--- src/rtl/mitchell_pkg.sv ---
// Shared definitions for the Mitchell log multiplier.
// The LOD/log encoder and the antilog converter both take their default
// operand format from here, so the two ends of the datapath agree on it.
//   CHAR_W_DFLT : characteristic (integer log) width
//   FRAC_W_DFLT : mantissa fraction width
//   OUT_W_DFLT  : linear result width
//   antilog_state_t : antilog converter FSM states
package mitchell_pkg;

  localparam int CHAR_W_DFLT = 5;
  localparam int FRAC_W_DFLT = 15;
  localparam int OUT_W_DFLT  = 32;

  typedef enum logic [1:0] {
    IDLE  = 2'd0,
    SHIFT = 2'd1,
    DONE  = 2'd2
  } antilog_state_t;

endpackage

--- src/rtl/mitchell_antilog_round_sat.sv ---
// antilog_round_sat: combinational round-half-up with saturation.
// Adds the first dropped fraction bit to the truncated result; an all-ones
// result is left alone so the increment can never wrap to zero.
//   trunc     : truncated linear result
//   round_bit : most significant discarded fraction bit
//   res       : rounded, saturated result
module antilog_round_sat #(
  parameter int OUT_W = 32
) (
  input  logic [OUT_W-1:0] trunc,
  input  logic             round_bit,
  output logic [OUT_W-1:0] res
);

  assign res = (&trunc) ? trunc : trunc + OUT_W'(round_bit);

endmodule

--- src/rtl/mitchell_antilog.sv ---
// mitchell_antilog: log-to-linear converter, back end of the Mitchell
// multiplier. Computes (1 + f/2^FRAC_W) * 2^k by shifting an accumulator
// one bit per cycle, then presents the integer part of the result.
//
// Ports:
//   clk, rst_n            : clock (rising edge), async active-low reset
//   in_valid / in_ready   : operand handshake (ready only in IDLE)
//   in_zero               : operand is zero, char/frac ignored
//   in_char / in_frac     : characteristic k and fractional mantissa f
//   out_valid / out_ready : result handshake, result held until taken
//   out_data              : linear result
//   busy                  : FSM not in IDLE
//
// Build option: define MITCHELL_ANTILOG_ROUND_EN to round half up instead of
// truncating (zero and saturated results are never rounded).
module mitchell_antilog
  import mitchell_pkg::*;
#(
  parameter int CHAR_W = CHAR_W_DFLT,
  parameter int FRAC_W = FRAC_W_DFLT,
  parameter int OUT_W  = OUT_W_DFLT
) (
  input  logic              clk,
  input  logic              rst_n,
  input  logic              in_valid,
  output logic              in_ready,
  input  logic              in_zero,
  input  logic [CHAR_W-1:0] in_char,
  input  logic [FRAC_W-1:0] in_frac,
  output logic              out_valid,
  input  logic              out_ready,
  output logic [OUT_W-1:0]  out_data,
  output logic              busy
);

  localparam int ACC_W = OUT_W + FRAC_W;

  antilog_state_t    state;
  logic [ACC_W-1:0]  acc;
  logic [ACC_W-1:0]  acc_nxt;
  logic [CHAR_W-1:0] cnt;
  logic [OUT_W-1:0]  trunc;
  logic [OUT_W-1:0]  res;
  logic              accept;
  logic              sat;

  assign in_ready  = (state == IDLE);
  assign busy      = !in_ready;
  assign out_valid = (state == DONE);
  assign accept    = in_valid && in_ready;

  // Characteristics at or beyond the output width cannot be represented.
  assign sat = 32'(in_char) >= 32'(OUT_W);

  // Value the accumulator takes at the coming edge; the result is taken
  // from it so out_data is registered in the same cycle DONE is entered.
  always_comb begin
    acc_nxt = acc << 1;
    if (state == IDLE) acc_nxt = ACC_W'({1'b1, in_frac});
  end

  assign trunc = acc_nxt[ACC_W-1:FRAC_W];

`ifdef MITCHELL_ANTILOG_ROUND_EN
  antilog_round_sat #(.OUT_W(OUT_W)) u_round_sat (
    .trunc     (trunc),
    .round_bit (acc_nxt[FRAC_W-1]),
    .res       (res)
  );
`else
  assign res = trunc;
`endif

  always_ff @(posedge clk or negedge rst_n) begin
    if (!rst_n) begin
      state    <= IDLE;
      acc      <= '0;
      cnt      <= '0;
      out_data <= '0;
    end else begin
      case (state)
        IDLE: begin
          if (accept) begin
            acc <= acc_nxt;
            cnt <= in_char;
            if (in_zero) begin
              out_data <= '0;
              state    <= DONE;
            end else if (sat) begin
              out_data <= '1;
              state    <= DONE;
            end else if (in_char == '0) begin
              out_data <= res;
              state    <= DONE;
            end else begin
              state <= SHIFT;
            end
          end
        end
        SHIFT: begin
          acc <= acc_nxt;
          cnt <= cnt - CHAR_W'(1);
          if (cnt == CHAR_W'(1)) begin
            out_data <= res;
            state    <= DONE;
          end
        end
        DONE: begin
          if (out_ready) state <= IDLE;
        end
        default: state <= IDLE;
      endcase
    end
  end

endmodule

--- config.mk ---
export PLATFORM = sky130hd
export DESIGN_NAME = mitchell_antilog
export DESIGN_NICKNAME = d
export VERILOG_FILES = /design/src/rtl/mitchell_pkg.sv /design/src/rtl/mitchell_antilog_round_sat.sv /design/src/rtl/mitchell_antilog.sv
export SDC_FILE = /design/constraint.sdc
export NUM_CORES = 1
export LEC_CHECK = 0
export BUFFER_PORTS_ARGS = -buffer_cell sky130_fd_sc_hd__buf_2
export CAP_MARGIN = 20
export CORE_ASPECT_RATIO = 0.6
export CORE_MARGIN = 10
export CORE_UTILIZATION = 35
export DETAILED_ROUTE_END_ITERATION = 12
export GPL_ROUTABILITY_DRIVEN = 1
export PLACE_DENSITY_LB_ADDON = 0.1
export SYNTH_ARGS = -nofsm -noshare
export SYNTH_HDL_FRONTEND = slang
export SYNTH_SLANG_ARGS = --single-unit
--- constraint.sdc ---
create_clock -name clk -period 2.1 [get_ports clk]
set_input_delay 0.105 -clock clk [delete_from_list [all_inputs] [get_ports clk]]
set_output_delay 0.105 -clock clk [all_outputs]
set_load 0.02 [all_outputs]
==> Word-level counts from Yosys, hierarchy flattened <==
Index checks and enable logic that the tools add are counted.
{ "op_classes": {"div_mod_pow": 0, "reduce_logical": 8, "mul": 0, "n_lt_le_gt_ge": 0, "shifts": 0, "n_mux": 16, "bitwise": 0, "n_eq_ne": 7, "addsub": 1} }
{ "op_table": {"columns": ["op", "n"], "rows": [
  ["$mux W32", 4],
  ["$pmux W46 S2", 1],
  ["$pmux W32 S2", 1],
  ["$mux W47", 1],
  ["$mux W46", 1],
  ["$mux W2", 5],
  ["$pmux W5 S2", 1],
  ["$pmux W2 S3", 1],
  ["$eq A5 B1 Y1 const B", 1],
  ["$logic_not A5 Y1", 1],
  ["$mux W5", 1],
  ["$sub A5 B1 Y5 const B", 1],
  ["$ne A2 B1 Y1 const B", 2],
  ["$reduce_and A4 Y1", 1],
  ["$ne A3 B1 Y1 const B", 1],
  ["$reduce_and A3 Y1", 1],
  ["$eq A2 B1 Y1 const B", 1],
  ["$eq A2 B2 Y1 const B", 1],
  ["$logic_not A2 Y1", 1],
  ["$ne A2 B2 Y1 const B", 1],
  ["$reduce_and A2 Y1", 1],
  ["$reduce_bool A2 Y1", 1],
  ["$logic_and A1 B1 Y1", 1],
  ["$logic_not A1 Y1", 1]
]} }
{ "word_totals": {"inputBits": 25, "latchBits": 0, "ram_bits": 0, "output_inout_bits": 35, "wordCells": 36, "regBits": 85, "memories": 0, "mem_bits_ro": 0} }

==> Longest topological paths before layout <==
Gate-level depths: netlist of the first run.
{ "logic_depth": {"depth_word": 6, "mapped_depth": 7, "depth_no_buf": 6} }

==> Least setup slack after synthesis of the first run <==
Ideal clock, no wire load.
{ "synth_path": {"path_kind": "register to register", "startpoint": "register cnt[1]", "endpoint": "register out_data[10]", "arrival_ns": 1.509, "required_time_ns": 1.976, "path_stages_with_launch": 8, "period_less_slack_ns": 1.633, "n_path_buf": 1, "setup_time_ns": 0.124, "slack_ns": 0.467, "cell_sequence": "dfrtp_1 -> inv_1 -> ha_1 -> inv_1 -> o41ai_2 -> nand3_4 -> buf_6 -> mux2i_1"} }
{ "synth_between": {"elab_chain_cells": 3} }
{ "synth_lines": {"columns": ["item", "line", "source"], "rows": [
  ["start, declared", "mitchell_antilog.sv:41", "logic [CHAR_W-1:0] cnt;"],
  ["start signal, assigned", "mitchell_antilog.sv:85", "cnt <= in_char;"],
  ["start signal, assigned", "mitchell_antilog.sv:102", "cnt <= cnt - CHAR_W'(1);"],
  ["$eq A5 B1 Y1", "mitchell_antilog.sv:103", "if (cnt == CHAR_W'(1)) begin"],
  ["$ne A2 B2 Y1 (no line)", null, null],
  ["$reduce_and A4 Y1 (no line)", null, null],
  ["end signal, assigned", "mitchell_antilog.sv:93", "out_data <= res;"],
  ["end signal, assigned", "mitchell_antilog.sv:104", "out_data <= res;"],
  ["end, declared", "mitchell_antilog.sv:32", "output logic [OUT_W-1:0] out_data,"]
]} }
No other way between the ends.
A chain may end at the register's enable or synchronous reset.

==> Worst setup path in the final report of the first run <==
{ "layout_path": {"startpoint": "register state[1]", "endpoint": "output port in_ready"} }
{ "layout_between": {"elab_chain_cells": 1} }
{ "layout_lines": {"columns": ["item", "line", "source"], "rows": [
  ["start, declared", "mitchell_antilog.sv:38", "antilog_state_t state;"],
  ["start signal, assigned", "mitchell_antilog.sv:76", "state <= IDLE;"],
  ["start signal, assigned", "mitchell_antilog.sv:88", "state <= DONE;"],
  ["start signal, assigned", "mitchell_antilog.sv:91", "state <= DONE;"],
  ["$logic_not A2 Y1", "mitchell_antilog.sv:47", "assign in_ready = (state == IDLE);"],
  ["end, declared", "mitchell_antilog.sv:26", "output logic in_ready,"]
]} }
No other way between the ends.

==> results of run 1 <==
[flip-flops by register name, summed over array words and instances, names as in the netlist]
register and flops:
acc 46, cnt 5, out_data 32, state 2
[cells in the final DEF (no fill, tap or decap), types with 3 or more instances in the layout]
| cell | n |
|---|---|
| buf_4 | 8 |
| nor2_1 | 4 |
| nand2_1 | 49 |
| o22ai_1 | 5 |
| o22a_1 | 3 |
| a22o_1 | 30 |
| nand3_1 | 3 |
| a21oi_1 | 8 |
| dfrtp_1 | 85 |
| buf_2 | 58 |
| mux2i_1 | 45 |
| inv_1 | 36 |
| o21ai_0 | 21 |
| buf_12 | 3 |
| clkbuf_16 | 9 |
[synthesized netlist by cell type, drive strengths merged]
cell type   n
a211oi      1
a21oi       9
a22o       30
a31oi       1
buf         9
clkbuf     12
clkinv      1
dfrtp      85
ha          2
inv        37
mux2        1
mux2i      45
nand2      49
nand2b      2
nand3       4
nor2        4
nor2b       2
nor3        2
nor3b       1
o21ai      23
o22a        3
o22ai       5
o41ai       1
or2         1
or4         1
[power by group through the flow]
stage	logic, mW	registers, mW	clock network [mW]
global route	2.06	2.20	1.80
global placement	1.85	2.18	0
finish	1.82	2.15	1.67
detailed placement	1.86	2.18	0
CTS	1.86	2.16	1.72
floorplan	1.42	2.14	0
[timing repair]
action,in CTS,in global routing
setup buffers,0,0
hold buffers,2,0
hold endpoints to repair,32,0
[worst min-delay path, delay by kind of cell]
kind,cells,cell delay (ns)
compound gates,1,0.12
buf+inv,1,0.08
mux,1,0.05
[kinds of logic (layout without fill, tap and decap cells)]
kind of cell,Yosys count,count (layout),share of synthesized area (%)
flops,85,85,57.2
compound gates,73,73,14.0
simple gates,66,66,7.84
buf+inv,59,124,7.84
mux,46,46,12.4
fa+ha+maj,2,2,0.673
[cell type report]
class	instances	area [sq um]
inverter	38	143
tap	139	174
sequential	85	2130
clock inverter	6	88.8
clock buffer	9	225
timing repair buffer	71	430
multi-input combinational	187	1320
fill	1065	5980
[worst max path at each step]
stage,startpoint,endpoint,slack [ns],cells past startpoint
floorplan,cnt[1],out_data[10],0.47,7
global placement,cnt[1],out_data[5],0.27,7
detailed placement,cnt[1],out_data[27],0.23,7
CTS,state[1],in_ready,0.17,4
global route,cnt[1],out_data[5],0.07,7
finish,state[1],in_ready,0.18,4
[through the flow]
stage	setup WS, ns	util, %	hold WS (ns)	area [sq um]	std cells
2_1_floorplan	0.467	-	-0.191	3720	331
3_3_place_gp	0.270	39.8	0.0696	4170	518
3_5_place_dp	0.235	39.8	0.0766	4170	518
4_1_cts	0.167	43.0	0.0564	4510	535
5_1_grt	0.0722	43.0	0.0808	4510	535
6_report	0.181	43.0	0.0654	4510	535
[routing by layer]
layer  share of wire [%]  routed length [um]  track usage (%)
met4                0.94                  75             2.63
met3                 7.3                 580             4.53
met2                  42                3380             15.5
met1                  49                3950             14.6
met5                   0                   0                0
==> metrics.yaml, run 1 <==
global_route:
  grt_first_pass_wirelength_mm: 13.5
  antenna_found_initial: 0
  grt_pass1_vias: 2681
  overflow: 0
  grt_use_total_pct: 10.8
  grt_max_degree: 55
synth:
  yosys-top-cells-area: "dfrtp_1, mux2i_1, a22o_1"
  syn-cell-area_sq_um: 3720
  yosysWarnings: 0
  synth-seq-cells: 85
  synthCells: 331
  synth_top_cell_area_share_pct: 57.2
  synth_top_cell_by_area: "dfrtp_1"
  synth_cell_types: 32
  seq_area_frac_synth_pct: 57.2
  mappedNetlistNets: 358
  syn_area_per_cell_sq_um: 11.2
timing:
  relSlewSlack_pct: 58.8
  worst_clock_skew_ns: 0.00688
  hold_violations: 0
  min_period_over_period_pct: 91.4
  rsz0062_at_grt: "no"
  fmax_mhz: 521
  worst_slew_pin_slew_ns: 0.616
  tns_ns: 0
  setup_viol: 0
  drv_slew: 0
  min_period_ns: 1.92
setup_path:
  ff2ff_path_depth: 7
  critPathKind: "reg -> out"
  arrival_ns: 1.81
  cp.required_ns: 2.00
  worstPathCellList: "or2_2 -> inv_2 -> buf_4 -> buf_2"
  cp-end-kind: "primary output"
  worst_r2r_endpoint: "out_data[27]"
  cp_slowest_cell: "dfrtp_1"
  critPathLaunchType: "flop"
  r2r_slack_ns: 0.24
  critPathBufInv: 3
  crit_family: "buffers and inverters"
  crit_fanout: 15
  r2r_start: "cnt[1]"
  slowest_delay_ns: 0.51
clock_network:
  cts_max_level: 3
  ctsRootBufferMaster: "clkbuf_16"
  cts_tree: "yes"
  ctsResizeCount: 0
  clock_latency_ns: 0.33
  cts_buffers: 9
  clk_transition_reported_paths_ns: 0.06
  clockBufferDepth: 2
  cts_sinks: 85
place:
  gp_routability_congestion: 0.835
  port-buffer-count: 59
  post-dp-hpwl_mm: 5.42
layout:
  diodes: 0
  drive_gt1_share_pct: 23.7
  final_nets: 419
  syn_to_final_growth_pct: 21.2
routing:
  route.detailed.drc: 0
  num_vias: 2532
  first_pass_iters: 4
  ant_nets: 0
  wl_mm: 7.98
  via_per_inst: 4.73
  drt_iter0_drc: 123
  routedWlPerCell_um: 14.9
power_and_ir_drop:
  switchingPower_mw: 1.97
  clockPowerShare_pct: 29.6
  p_leak_nw: 2.28
  pwr-share-seq_pct: 38.2
  power_frac_comb_pct: 32.2
  power_density_nw_per_um2: 1250
  p_sw_share_pct: 34.8
  fin_total_pwr_mw: 5.64
  intPower_mw: 3.68
  ir_drop_mv: 0.503
status:
  status: "finished clean"
run:
  maxCapViolCount: 0
hold_path:
  min_from: "in_frac[9]"
  min_path_type: "in -> reg"
  hold_path_depth: 3
  hold_path_end: "acc[9]"
die:
  io_pins: 60
  fp.dieW_um: 153
  initial_core_util_pct: 35.5
  coreArea_sq_um: 10500
  row_count: 29
  die_h_um: 99.8
  die_area_sq_um: 15300
Note: power is estimated with default switching activity, not from simulation.
==> inputs of run 2 (changes only) <==
--- a/config.mk
+++ b/config.mk
@@ -5,6 +5,7 @@
 export SDC_FILE = /design/constraint.sdc
 export NUM_CORES = 1
 export LEC_CHECK = 0
+export ABC_AREA = 1
 export BUFFER_PORTS_ARGS = -buffer_cell sky130_fd_sc_hd__buf_2
 export CAP_MARGIN = 20
 export CORE_ASPECT_RATIO = 0.6
==> constraint.sdc (replaced) <==
create_clock -name clk -period 2.1 [get_ports clk]
set_input_delay 0.105 -clock clk [delete_from_list [all_inputs] [get_ports clk]]
set_output_delay 0.105 -clock clk [all_outputs]
set_load 0.01 [all_outputs]
==> run 2 against run 1 <==
Total power increased by 0.62%. Routed wire length increased by 8.6%. Largest power group unchanged. Highest routed layer unchanged. Maximum frequency rose by 4.7%.
==> metrics.yaml, run 2 <==
place:
  port-buffer-count: 59
  gp_routability_congestion: 0.740
  placed_area_sq_um: 4140
  dp.cells: 602
  post-dp-hpwl_mm: 5.99
layout:
  final_nets: 502
  final_cell_mix: "nand2_1, dfrtp_1, buf_2, inv_1, nor2_1"
  reg.largest.list: "acc: 46 flops, out_data: 32 flops, cnt: 5 flops"
  syn_to_final_growth_pct: 18.3
  final_cells: 619
  largest_reg_flops: 46
  drive_gt1_share_pct: 19.4
  layout_commonest_cell: "nand2_1"
  fin_area_sq_um: 4460
  fill_cells: 1107
  largest_register: "acc"
  diodes: 0
  post-route-util_pct: 42.4
die:
  fp.dieW_um: 154
  die_area_sq_um: 15500
  io_pins: 60
  coreArea_sq_um: 10500
  row_count: 29
  die_h_um: 100
  initial_core_util_pct: 35.8
power_and_ir_drop:
  ir_drop_mv: 0.576
  intPower_mw: 3.52
  power_density_nw_per_um2: 1270
  p_leak_nw: 2.28
  power_frac_comb_pct: 35.0
  switchingPower_mw: 2.16
  pwr-share-seq_pct: 36.3
  p_sw_share_pct: 38.1
  clockPowerShare_pct: 28.7
setup_path:
  worstPathCellList: "inv_2 -> nand2_2 -> nor2_1 -> nand2_4 -> nand3_4 -> nand2_1 -> nand2_1"
  critPathLaunch: "state[0]"
  cp_common_cell: "nand2_1"
  cp.required_ns: 2.32
  critical_path_depth: 7
  r2r_start: "state[0]"
  critPathLaunchType: "flop"
  slowest_delay_ns: 0.53
  critPathBufInv: 1
  arrival_ns: 2.05
  critPathKind: "reg -> reg"
  cp-end-kind: "flop"
  ff2ff_path_depth: 7
  cp_slowest_cell: "dfrtp_1"
  crit_family: "simple AND/OR/NAND/NOR gates"
  crit_fanout: 33
routing:
  routedWlPerCell_um: 14.0
  wl_mm: 8.67
  first_pass_iters: 4
  ant_nets: 0
  route.detailed.drc: 0
  via_per_inst: 4.75
  drt_iter0_drc: 106
  num_vias: 2941
timing:
  relSlewSlack_pct: 58.6
  rsz0062_at_grt: "no"
  whs_ns: 0.0120
  drv_slew: 0
  worst_clock_skew_ns: 0.00369
  fmax_mhz: 545
  setup_viol: 0
  min_period_ns: 1.83
  min_period_over_period_pct: 87.3
  hold_violations: 0
  tns_ns: 0
  worst_slew_pin_slew_ns: 0.620
global_route:
  grt_pass1_vias: 2970
  grt_use_total_pct: 11.5
  antenna_found_initial: 0
  grt_first_pass_wirelength_mm: 15.0
  overflow: 0
  grt_max_degree: 53
hold_path:
  min_path_type: "in -> reg"
  hold_path_depth: 3
  min_from: "in_frac[0]"
synth:
  synth_top_cell_area_share_pct: 56.5
  yosysWarnings: 0
  synth_common_cells: "nand2_1, dfrtp_1, inv_1, nor2_1, nand3_1"
  synth_cell_types: 24
  yosysMostFrequentCell: "nand2_1"
  ys_async_sr_fraction_pct: 100
  synth_edf_count: 0
  seq_area_frac_synth_pct: 56.5
  synth-main-ff-cell: "dfrtp_1"
  synthCells: 422
  syn_area_per_cell_sq_um: 8.93
  syn-cell-area_sq_um: 3770
  mappedNetlistNets: 449
  synth-seq-cells: 85
  synth_top_cell_by_area: "dfrtp_1"
  yosys-top-cells-area: "dfrtp_1, nand2_1, inv_1"
clock_network:
  cts_tree: "yes"
  clock_latency_ns: 0.33
  cts_max_level: 3
  cts_buffers: 9
  ctsRootBufferMaster: "clkbuf_16"
  cts_setup_buffers: 0
  clockBufferDepth: 2
  clk_transition_reported_paths_ns: 0.06
  cts_sinks: 85
  ctsResizeCount: 0
  ctsHoldBuffers: 1
run:
  maxCapViolCount: 0
status:
  status: "finished clean"
run 2: per-stage QoR:
stage	total power, mW	setup slack (ns)
floorplan	3.71	0.753
global placement	4.07	0.364
detailed placement	4.11	0.258
CTS	5.77	0.242
global route	6.11	0.0826
finish	5.68	0.267
run 2: area by class of cell:
class                           count  area (sq um)  area share (%)
Sequential cell                    85          2130            47.7
Timing Repair Buffer               67           373            8.36
Clock inverter                      3          42.5           0.954
Inverter                           58           220            4.94
Tap cell                          139           174            3.90
Clock buffer                       13           270            6.06
Multi-Input combinational cell    254          1250            28.1
run 2: cells by family (layout without fill, tap and decap cells):
kind of cell    Yosys count  in the layout  synth area share [%]
compound gates           74             74                  12.4
fa+ha+maj                 2              2                 0.664
buf+inv                  83            141                  10.3
flops                    85             85                  56.5
simple gates            178            178                  20.1
run 2: power by group through the flow:
stage | Combinational, mW | Clock [mW] | Sequential [mW]
after floorplan | 1.63 | 0 | 2.08
after global placement | 1.99 | 0 | 2.08
after detailed placement | 2.02 | 0 | 2.09
after CTS | 2.03 | 1.68 | 2.06
after global routing | 2.27 | 1.75 | 2.10
final | 1.99 | 1.63 | 2.06
run 2: worst paths after layout:
check / endpoint / slack [ns]
max in group asynchronous: cnt[0] / 1.21
worst max register to register: out_data[11] / 0.27
min in group asynchronous: acc[8] / 0.26
worst min-delay path: acc[0] / 0.01
worst min register to register: out_data[22] / 0.47
worst max-delay path: out_data[11] / 0.27
run 2: metal layers:
metal | share of wire [%] | vias to the layer above | GRT usage [%]
li1 | - | 1483 | -
met2 | 43 | 45 | 17.2
met1 | 52 | 1402 | 15.7
met4 | 1.1 | 0 | 3.04
met5 | 0 | - | 0
met3 | 4.7 | 11 | 3.80
run 2: worst min-delay path, delay by kind of cell:
kind	cells	cell delay, ns
buffers and inverters	1	0.07
AO/OA/AOI/OAI	1	0.07
AND/OR/NAND/NOR	1	0.06
==> inputs of run 3 (changes only) <==
==> constraint.sdc (replaced) <==
create_clock -name clk -period 2.1 [get_ports clk]
set_input_delay 0.525 -clock clk [delete_from_list [all_inputs] [get_ports clk]]
set_output_delay 0.525 -clock clk [all_outputs]
set_load 0.01 [all_outputs]
==> run 3 against run 2 <==
Global-route usage is 0.57 points higher. Via count is 1.1% lower. Worst hold slack better by 0.063 ns. Largest cell class unchanged. Final cell count is 0.48% higher. Non-clock buffer count is 3 higher. Register-to-register slack hardly changed. Worst setup slack worse by 0.033 ns. Routed wire length is 2.1% higher.
==> metrics.yaml, run 3 (same netlist as run 2, synthesis figures left out) <==
clock_network:
  cts_max_level: 3
  cts_setup_buffers: 0
  cts_tree: "yes"
  cts_buffers: 9
  ctsResizeCount: 0
  clock_latency_ns: 0.33
  cts_sinks: 85
  clk_transition_reported_paths_ns: 0.06
  ctsRootBufferMaster: "clkbuf_16"
  ctsHoldBuffers: 0
  clockBufferDepth: 2
setup_path:
  critPathLaunch: "state[0]"
  worst_r2r_endpoint: "out_data[5]"
  crit_end: "busy"
  cp.required_ns: 1.57
  arrival_ns: 1.34
  cp-end-kind: "primary output"
  ff2ff_path_depth: 7
  critPathKind: "reg -> out"
  critPathLaunchType: "flop"
  crit_fanout: 14
  r2r_slack_ns: 0.26
  r2r_start: "state[0]"
layout:
  final_nets: 505
  largest_reg_flops: 46
  diodes: 0
  final_cells: 622
  largest_register: "acc"
  drive_gt1_share_pct: 20.3
  reg.largest.list: "acc: 46 flops, out_data: 32 flops, cnt: 5 flops"
  layout_commonest_cell: "nand2_1"
  final_cell_mix: "nand2_1, dfrtp_1, buf_2, inv_1, nor2_1"
  fin_area_sq_um: 4480
  syn_to_final_growth_pct: 18.9
place:
  dp_slack_ns: 0.223
  gp_routability_congestion: 0.793
  port-buffer-count: 59
  dp.cells: 606
  post-dp-hpwl_mm: 6.08
  placed_area_sq_um: 4170
run:
  maxCapViolCount: 0
timing:
  tns_ns: 0
  min_period_ns: 1.87
  fmax_mhz: 536
  hold_violations: 0
  relSlewSlack_pct: 74.3
  worst_slew_pin_slew_ns: 0.386
  fin_ws_ns: 0.233
  rsz0062_at_grt: "no"
  worst_clock_skew_ns: 0.00542
  drv_slew: 0
  setup_viol: 0
  min_period_over_period_pct: 88.9
die:
  die_h_um: 100
  coreArea_sq_um: 10500
  fp.dieW_um: 154
  initial_core_util_pct: 35.8
  row_count: 29
  io_pins: 60
  die_area_sq_um: 15500
global_route:
  antenna_found_initial: 0
  overflow: 0
  grt_max_degree: 38
  grt_first_pass_wirelength_mm: 15.3
  grt_use_total_pct: 12.1
  grt_pass1_vias: 2923
routing:
  wl_mm: 8.84
  drt_iter0_drc: 143
  ant_nets: 0
  routedWlPerCell_um: 14.2
  route.detailed.drc: 0
  num_vias: 2909
  via_per_inst: 4.68
  first_pass_iters: 4
hold_path:
  min_path_type: "in -> async"
power_and_ir_drop:
  p_leak_nw: 2.30
  power_density_nw_per_um2: 1290
  ir_drop_mv: 0.571
  fin_total_pwr_mw: 5.76
status:
  status: "finished clean"
run 3: cell types whose count changed in the layout (fill, tap and decap cells not counted), sizes merged:
cell	change
clkinv	+2
clkbuf	-4
buf	+4
dlygate4sd3	-1
bufinv	+1
clkinvlp	+1
run 3: layout make-up:
class                   instances  area (sq um)
flip-flops and latches         85          2130
multi-input cells             254          1250
clock buffers                   9           225
clock inverters                 7          90.1
repair buffers                 70           393
well taps                     139           174
inverters                      58           220
fillers                      1079          6040
run 3: worst min path at each step:
stage	from	end	cells past startpoint	slack [ns]
after floorplan	rst_n	acc[0]	0	0.23
after global placement	rst_n	acc[8]	1	0.44
after detailed placement	rst_n	acc[8]	1	0.44
after CTS	rst_n	acc[8]	1	0.08
after global routing	rst_n	out_data[15]	1	0.08
final	rst_n	acc[8]	1	0.08
run 3: through the flow:
step           hold slack [ns]  util [%]
2_1_floorplan            0.229         -
3_3_place_gp             0.439      39.6
3_5_place_dp             0.444      39.6
4_1_cts                 0.0772      42.6
5_1_grt                 0.0834      42.6
6_report                0.0751      42.6
run 3: report_power, final:
group	switching, mW	leakage [nW]	internal [mW]	total (mW)
combinational	1.42	1.01	0.599	2.02
sequential	0.132	1.14	1.93	2.06
clock	0.644	0.151	1.03	1.68
run 3: per-layer routing:
metal / GRT usage (%) / vias to the layer above / share of wire, %
li1: - / 1480 / -
met5: 0 / - / 0
met3: 4.23 / 6 / 4.3
met1: 16.9 / 1372 / 52
met2: 17.2 / 51 / 43
met4: 3.47 / 0 / 0.40
run 3: critical path, stage by stage (launching register included):
cell	delay, ns
dfrtp_1	0.52
inv_2	0.07
nand2_2	0.21
buf_2	0.20
